==> config.mk <==
export PLATFORM = sky130hd
export DESIGN_NAME = sync_fifo_param
export DESIGN_NICKNAME = d
export VERILOG_FILES = /design/src/rtl/fifo_pkg.sv /design/src/rtl/fifo_mem.sv /design/src/rtl/sync_fifo_param.sv
export SDC_FILE = /design/constraint.sdc
export NUM_CORES = 1
export LEC_CHECK = 0
export BUFFER_PORTS_ARGS = -buffer_cell sky130_fd_sc_hd__buf_2
export CORE_ASPECT_RATIO = 1.2
export CORE_UTILIZATION = 65
export DETAILED_ROUTE_END_ITERATION = 12
export PLACE_DENSITY = 0.84
export SLEW_MARGIN = 10
export SYNTH_ARGS = -nofsm -noshare
export SYNTH_HDL_FRONTEND = slang
export SYNTH_SLANG_ARGS = --single-unit
==> constraint.sdc <==
create_clock -name clk -period 5.41 [get_ports clk]
set_input_delay 0.8115 -clock clk [delete_from_list [all_inputs] [get_ports clk]]
set_output_delay 0.8115 -clock clk [all_outputs]
set_load 0.01 [all_outputs]
==> src/rtl/fifo_pkg.sv <==
// Shared constants, read-mode enum and sizing helper for the parametrised FIFO.
package fifo_pkg;

  localparam int unsigned DEF_DATA_WIDTH = 8;
  localparam int unsigned DEF_DEPTH      = 16;
  localparam int unsigned DEF_AF_MARGIN  = 2;
  localparam int unsigned DEF_AE_MARGIN  = 2;

  typedef enum logic {
    FIFO_STD  = 1'b0,
    FIFO_FWFT = 1'b1
  } fifo_mode_e;

  // Bits needed to hold an occupancy of 0..depth inclusive.
  function automatic int unsigned cnt_width(input int unsigned depth);
    return $clog2(depth + 1);
  endfunction

endpackage

==> src/rtl/fifo_mem.sv <==
// Simple dual-port storage: one synchronous write port, one asynchronous read port.
module fifo_mem #(
  parameter int unsigned DATA_WIDTH = 8,
  parameter int unsigned DEPTH      = 16,
  parameter int unsigned AW         = $clog2(DEPTH)
) (
  input  logic                  clk,
  input  logic                  we_i,
  input  logic [AW-1:0]         waddr_i,
  input  logic [DATA_WIDTH-1:0] wdata_i,
  input  logic [AW-1:0]         raddr_i,
  output logic [DATA_WIDTH-1:0] rdata_o
);

  logic [DATA_WIDTH-1:0] mem_q [DEPTH];

  // Write port; contents are intentionally not reset.
  always_ff @(posedge clk) begin
    if (we_i) mem_q[waddr_i] <= wdata_i;
  end

  assign rdata_o = mem_q[raddr_i];

endmodule

==> src/rtl/sync_fifo_param.sv <==
// Single-clock FIFO with programmable almost-flags, occupancy count and
// selectable standard / first-word-fall-through read mode.
module sync_fifo_param
  import fifo_pkg::*;
#(
  parameter int unsigned DATA_WIDTH = DEF_DATA_WIDTH,
  parameter int unsigned DEPTH      = DEF_DEPTH,
  parameter int unsigned AF_MARGIN  = DEF_AF_MARGIN,
  parameter int unsigned AE_MARGIN  = DEF_AE_MARGIN,
  parameter int unsigned FWFT       = 0
) (
  input  logic                           clk,
  input  logic                           rst,
  input  logic                           wr_enbl,
  input  logic [DATA_WIDTH-1:0]          wr_data,
  input  logic                           rd_enbl,
  output logic [DATA_WIDTH-1:0]          rd_data,
  output logic [cnt_width(DEPTH)-1:0]    count,
  output logic                           full,
  output logic                           empty,
  output logic                           almost_full,
  output logic                           almost_empty,
  output logic                           overflow,
  output logic                           underflow
);

  localparam int unsigned AW = $clog2(DEPTH);
  localparam int unsigned CW = cnt_width(DEPTH);
  localparam fifo_mode_e  MODE = (FWFT != 0) ? FIFO_FWFT : FIFO_STD;

  logic [AW-1:0] wr_ptr_q, wr_ptr_d, rd_ptr_q, rd_ptr_d;
  logic [CW-1:0] count_q, count_d;
  logic          full_q, full_d, empty_q, empty_d;
  logic          af_q, af_d, ae_q, ae_d;
  logic          ovf_q, ovf_d, unf_q, unf_d;
  logic          wr_acc, rd_acc;
  logic [DATA_WIDTH-1:0] mem_rdata;

  fifo_mem #(
    .DATA_WIDTH (DATA_WIDTH),
    .DEPTH      (DEPTH),
    .AW         (AW)
  ) u_mem (
    .clk     (clk),
    .we_i    (wr_acc),
    .waddr_i (wr_ptr_q),
    .wdata_i (wr_data),
    .raddr_i (rd_ptr_q),
    .rdata_o (mem_rdata)
  );

  // Accept decisions, pointer wrap, occupancy and flag next-state.
  always_comb begin
    wr_acc   = wr_enbl & ~full_q;
    rd_acc   = rd_enbl & ~empty_q;
    wr_ptr_d = wr_ptr_q;
    rd_ptr_d = rd_ptr_q;
    if (wr_acc) wr_ptr_d = (wr_ptr_q == AW'(DEPTH - 1)) ? '0 : wr_ptr_q + 1'b1;
    if (rd_acc) rd_ptr_d = (rd_ptr_q == AW'(DEPTH - 1)) ? '0 : rd_ptr_q + 1'b1;
    count_d  = count_q + CW'(wr_acc) - CW'(rd_acc);
    full_d   = (count_d == CW'(DEPTH));
    empty_d  = (count_d == '0);
    af_d     = (count_d >= CW'(DEPTH - AF_MARGIN));
    ae_d     = (count_d <= CW'(AE_MARGIN));
    ovf_d    = wr_enbl & full_q;
    unf_d    = rd_enbl & empty_q;
  end

  // State register with synchronous reset.
  always_ff @(posedge clk) begin
    if (rst) begin
      wr_ptr_q <= '0;
      rd_ptr_q <= '0;
      count_q  <= '0;
      full_q   <= 1'b0;
      empty_q  <= 1'b1;
      af_q     <= 1'b0;
      ae_q     <= 1'b1;
      ovf_q    <= 1'b0;
      unf_q    <= 1'b0;
    end else begin
      wr_ptr_q <= wr_ptr_d;
      rd_ptr_q <= rd_ptr_d;
      count_q  <= count_d;
      full_q   <= full_d;
      empty_q  <= empty_d;
      af_q     <= af_d;
      ae_q     <= ae_d;
      ovf_q    <= ovf_d;
      unf_q    <= unf_d;
    end
  end

  generate
    if (MODE == FIFO_STD) begin : g_std
      logic [DATA_WIDTH-1:0] rd_data_q;
      // Registered read data, updated only on an accepted pop.
      always_ff @(posedge clk) begin
        if (rst)         rd_data_q <= '0;
        else if (rd_acc) rd_data_q <= mem_rdata;
      end
      assign rd_data = rd_data_q;
    end else begin : g_fwft
      // Head word shown directly; forced to zero while empty so reset reads 0.
      assign rd_data = empty_q ? '0 : mem_rdata;
    end
  endgenerate

  assign count        = count_q;
  assign full         = full_q;
  assign empty        = empty_q;
  assign almost_full  = af_q;
  assign almost_empty = ae_q;
  assign overflow     = ovf_q;
  assign underflow    = unf_q;

endmodule

# Word-level counts from Yosys, hierarchy flattened
# Memories as Yosys holds them, arrays and structs flattened. A register that Yosys moved wholly into a read port is not among the register bits.
# Index checks and enable logic that the tools add are counted.
# totals
regBits	19
ramBits	128
input_bits	12
output_inout_bits	19
word_cells	30
mem_count	1
# classes
add_sub_neg	4
magnitude_cmp	2
eq_ne	3
n_mux	4
n_bitwise	6
n_reduce_logical	1
# memory_table
name	words	width	rd	rd_clocked_by_memory_dff	write_ports	line	text
u_mem.mem_q	16	8	1	1	1	fifo_mem.sv:15	logic [DATA_WIDTH-1:0] mem_q [DEPTH];
# ops
op	count
4-bit by 1-bit adder with 4-bit output (second input constant)	2
4-bit == test (second input constant)	2
4-bit 2-to-1 mux	2
5-bit by 1-bit adder with 5-bit output	1
5-bit == test (second input constant)	1
5-bit by 4-bit >= comparator with 1-bit output (second input constant)	1
5-bit by 2-bit <= comparator with 1-bit output (second input constant)	1
5-bit zero test	1
5-bit by 1-bit subtractor with 5-bit output	1
1-bit AND	4
1-bit 2-to-1 mux	2
1-bit NOT	2

# Logic depth before layout (Yosys ltp)
# logic_depth
ltp_word	5
depth_mapped	11

# By module
# Synthesis repeated with hierarchy kept, for this count alone.
# unflattened
cells_unflattened	355
hier_area_um2	6149.6
# by_module_without_submodules
module	n_inst	cells_each	area_each_um2
fifo_mem	1	221	4987.3
sync_fifo_param	1	134	1162.4

# Worst setup path after synthesis
# No wires, ideal clock.
# synth_timing
kind	input to register
startpoint	input rd_enbl
endpoint	register full_q, in the netlist full
arrival_ps	3046
required_time_ps	5293
path_slack_ps	2247
stages	11
n_path_buf	1
path_cell_list	nand2b_1 clkinv_1 buf_2 ha_1 inv_1 ha_1 fa_1 a21o_1 a21oi_1 xnor2_1 and4bb_2
# synth_between
elab_chain_len	3
# synth_lines
element	line	text
start, declared	sync_fifo_param.sv:16	input logic rd_enbl,
1-bit AND	sync_fifo_param.sv:55	rd_acc = rd_enbl & ~empty_q;
named net rd_acc	sync_fifo_param.sv:36	logic wr_acc, rd_acc;
5-bit by 1-bit subtractor with 5-bit output	sync_fifo_param.sv:60	count_d = count_q + CW'(wr_acc) - CW'(rd_acc);
5-bit == test	sync_fifo_param.sv:61	full_d = (count_d == CW'(DEPTH));
end signal, assigned	sync_fifo_param.sv:85	full_q <= full_d;
end, declared	sync_fifo_param.sv:33	logic full_q, full_d, empty_q, empty_d;
# The timed path passes the listed nets, and every way through them passes these cells.
# A chain may end at the register's enable or synchronous reset.

# Worst setup path after layout
# layout_timing
startpoint	register empty_q, in the netlist empty
endpoint	register full_q, in the netlist full
# layout_between
elab_chain_len	4
# layout_lines
element	line	text
start, declared	sync_fifo_param.sv:33	
start signal, assigned	sync_fifo_param.sv:86	empty_q <= empty_d;
1-bit NOT	sync_fifo_param.sv:55	
1-bit AND	sync_fifo_param.sv:55	
5-bit by 1-bit subtractor with 5-bit output	sync_fifo_param.sv:60	
5-bit == test	sync_fifo_param.sv:61	
# No other way between the ends.

==> flow_summary.toml <==
[outcome]
status = "finished, final reports clean"

[clock_network]
clk_pin_slew_worst_paths_ps = 60
hold_buffers = 0
htree_levels = 4
cts_buffer_depth = 2
cts_root_buf = "clkbuf_8"
clock-sinks = 155
cts_resized = 0
clk_latency_ps = 520
cts_tree = "built"
cts_setup_buffers = 0
cts_inserted_buffers = 17

[placement]
post-dp-hpwl_um = 7590
io_buffers = 30
pre_cts_ws_ps = 1710
dp_cells = 514
gp_congestion = 0.772

[min_path]
hold-path-cell-count = 2
min_path_type = "flip-flop to flip-flop"

[floorplanning]
die_x_um = 91.0
num_rows = 38
io_pins = 31
design.die.area_um2 = 9900
die_h_um = 109
fp.coreArea_um2 = 9130
start_util = 0.677

[grt]
grt_max_degree = 37
antenna_found_initial = 0
grt_use_total = 0.278
grt_pass1_vias = 3484
grt_overflow_total = 0
grt_pass1_wl_um = 19500

[critical_path]
worstPathRequired_ps = 5830
slowest_delay_ps = 500
crit_cells = 10
crit_path_max_fanout = 19
start_kind = "flip-flop"
crit_slowest_cell = "clkinv_1"
worstSetupPathType = "flip-flop to flip-flop"
crit_chain = "nand2b_1 -> clkinv_1 -> ha_1 -> inv_1 -> ha_1 -> fa_1 -> a21o_1 -> a21oi_1 -> xnor2_1 -> and4bb_2"
ff2ff_setup_slack_ps = 2210
r2r_cells = 10
path_buf_inv = 2
crit_top_cell = "ha_1"
crit_path_end_kind = "flip-flop"
critPathTopFamily = "adder cells"
cp_data_arrival_time_ps = 3620

[routing]
wl_um = 12800
vias_per_cell = 6.40
drt_iter0_drc = 353
drc = 0
wire_per_inst_um = 23.5
dr.pass1.iters = 6
final_antenna_net_count = 0
vias = 3489

[timing]
setup_viol = 0
worst_pin_slew_ps = 1080
fin_crit_ps = 3200
grt_setup_unrepaired = "no"
clock_skew_ps = 4.85
setup_tns_ps = 0
slew_headroom = 0.277
hold_ws_ps = 512
final-hold-violation-count = 0
drv_slew = 0
fin_crit_sh = 0.591
fin_ws_ps = 2210
fmax_mhz = 313

[cells_and_area]
instances_no_fill = 545
antennaDiodeCount = 0
area_growth_pct = 12.8
layout-drive-gt1-share = 0.181
nets = 436

[job]
cap_violations = 0

[synthesis]
synthesis.area_um2 = 6180
synth-seq-area-share = 0.710
synth.distinct_cells = 42
syn_area_per_cell_um2 = 16.3
synth_cells = 378
synth_nets = 401
ys_ff_latch = 155
yosysWarnings = 0

[power]
p_leak_uw = 0.00234
peakVddDrop_mv = 0.363
p_per_area_nw_per_um2 = 448
layout by cell type, fill, tap and decap left out, drive strengths merged, types with 3 or more instances in the layout:
cell	n
edfxtp	128
mux2i	36
buf	33
dfxtp	27
a21oi	23
nor2	22
nand2	17
clkbuf	17
o21ai	15
inv	14
mux4	14
ha	10
a221oi	7
o221ai	7
nand3	5
clkinv	5
nor3	4
nor2b	4
xor2	4
bufinv	4
nand2b	3
clkinvlp	3
routing by layer:
| layer | share of wire | GRT usage | up-vias |
|---|---|---|---|
| met5 | 0 | 0 | - |
| met4 | 0.028 | 0.121 | 0 |
| met3 | 0.064 | 0.0516 | 26 |
| met2 | 0.50 | 0.465 | 166 |
| met1 | 0.40 | 0.364 | 1751 |
| li1 | - | - | 1546 |
final timing paths:
path	from	end
worst max register to register	empty$_SDFF_PP1_	full$_SDFF_PP0_
worst min-delay path	rd_data[6]$_SDFFE_PP0P_	rd_data[6]$_SDFFE_PP0P_
worst max-delay path	empty$_SDFF_PP1_	full$_SDFF_PP0_
worst min register to register	rd_data[6]$_SDFFE_PP0P_	rd_data[6]$_SDFFE_PP0P_
Yosys cell counts (all sizes together):
cell     number  area (um2)
o22ai         1        6.26
nor3          4        20.0
clkinv        1        3.75
nand2b        3        18.8
o21ai        15        75.1
nor2b         4        25.0
xnor2         2        17.5
nand4         1        6.26
and4bb        1        12.5
nand2        17        63.8
or4           1        7.51
mux4         14         334
ha           10         125
nand3         5        25.0
a41o          2        20.0
nor2         22        90.1
a21oi        23         115
fa            1        20.0
o221ai        7        61.3
a311oi        2        17.5
clkbuf        5        18.8
xor2          4        35.0
and2b         1        7.51
mux2i        36         360
a221oi        7        61.3
inv          11        41.3
edfxtp      128        3840
and2          1        6.26
o211ai        1        7.51
and3          2        12.5
a21o          2        15.0
dfxtp        27         541
a2111oi       2        17.5
nand3b        1        7.51
a22oi         2        15.0
buf          12         123
final cells by class:
cell class / count / area, um2
flip-flops and latches: 155 / 4390
fillers: 521 / 2160
multi-input cells: 194 / 1610
clock buffers: 17 / 414
clock inverters: 14 / 195
repair buffers: 33 / 173
well taps: 120 / 150
inverters: 12 / 45.0
cell families (layout without fill, tap and decap cells):
logic type	after synthesis	count (layout)	share of synthesized area
buffers and inverters	29	76	0.0302
DFF	155	155	0.710
AOI/OAI and AO/OA	64	64	0.0666
adders and majority gates	11	11	0.0235
and+or+nand+nor	63	63	0.0490
xor gates and xnor gates	6	6	0.00851
muxes	50	50	0.112
where the power goes:
| part | leakage [uW] | internal, uW | switching (uW) |
|---|---|---|---|
| clock | 0.000292 | 750 | 471 |
| combinational | 0.000667 | 194 | 296 |
| sequential | 0.00138 | 1370 | 45.6 |
| total | 0.00234 | 2310 | 813 |
worst register-to-register path, delay by kind of cell, from the launching register on:
family	cells	cell delay (ps)
AND/OR/NAND/NOR	2	540
AO/OA/AOI/OAI	2	340
adder cells (fa/ha/maj)	3	1100
flip-flops	1	340
XOR/XNOR	1	250
buffers and inverters	2	540
flip-flops by register name, summed over array words and instances (netlist names):
register and flops:
u_mem.mem_q 128, rd_data 8, count 5, rd_ptr_q 4, wr_ptr_q 4, almost_empty 1
almost_full 1, empty 1, full 1, overflow 1, underflow 1
metrics by stage:
step,utilization,cell area [um2],total power [uW]
after detailed placement,0.697,6360,1920
after floorplan,-,6180,1770
after global placement,0.697,6360,1890
after CTS,0.763,6970,3120
final,0.764,6970,3130
after global routing,0.764,6970,3220
Note: power is estimated with default switching activity, not from simulation.
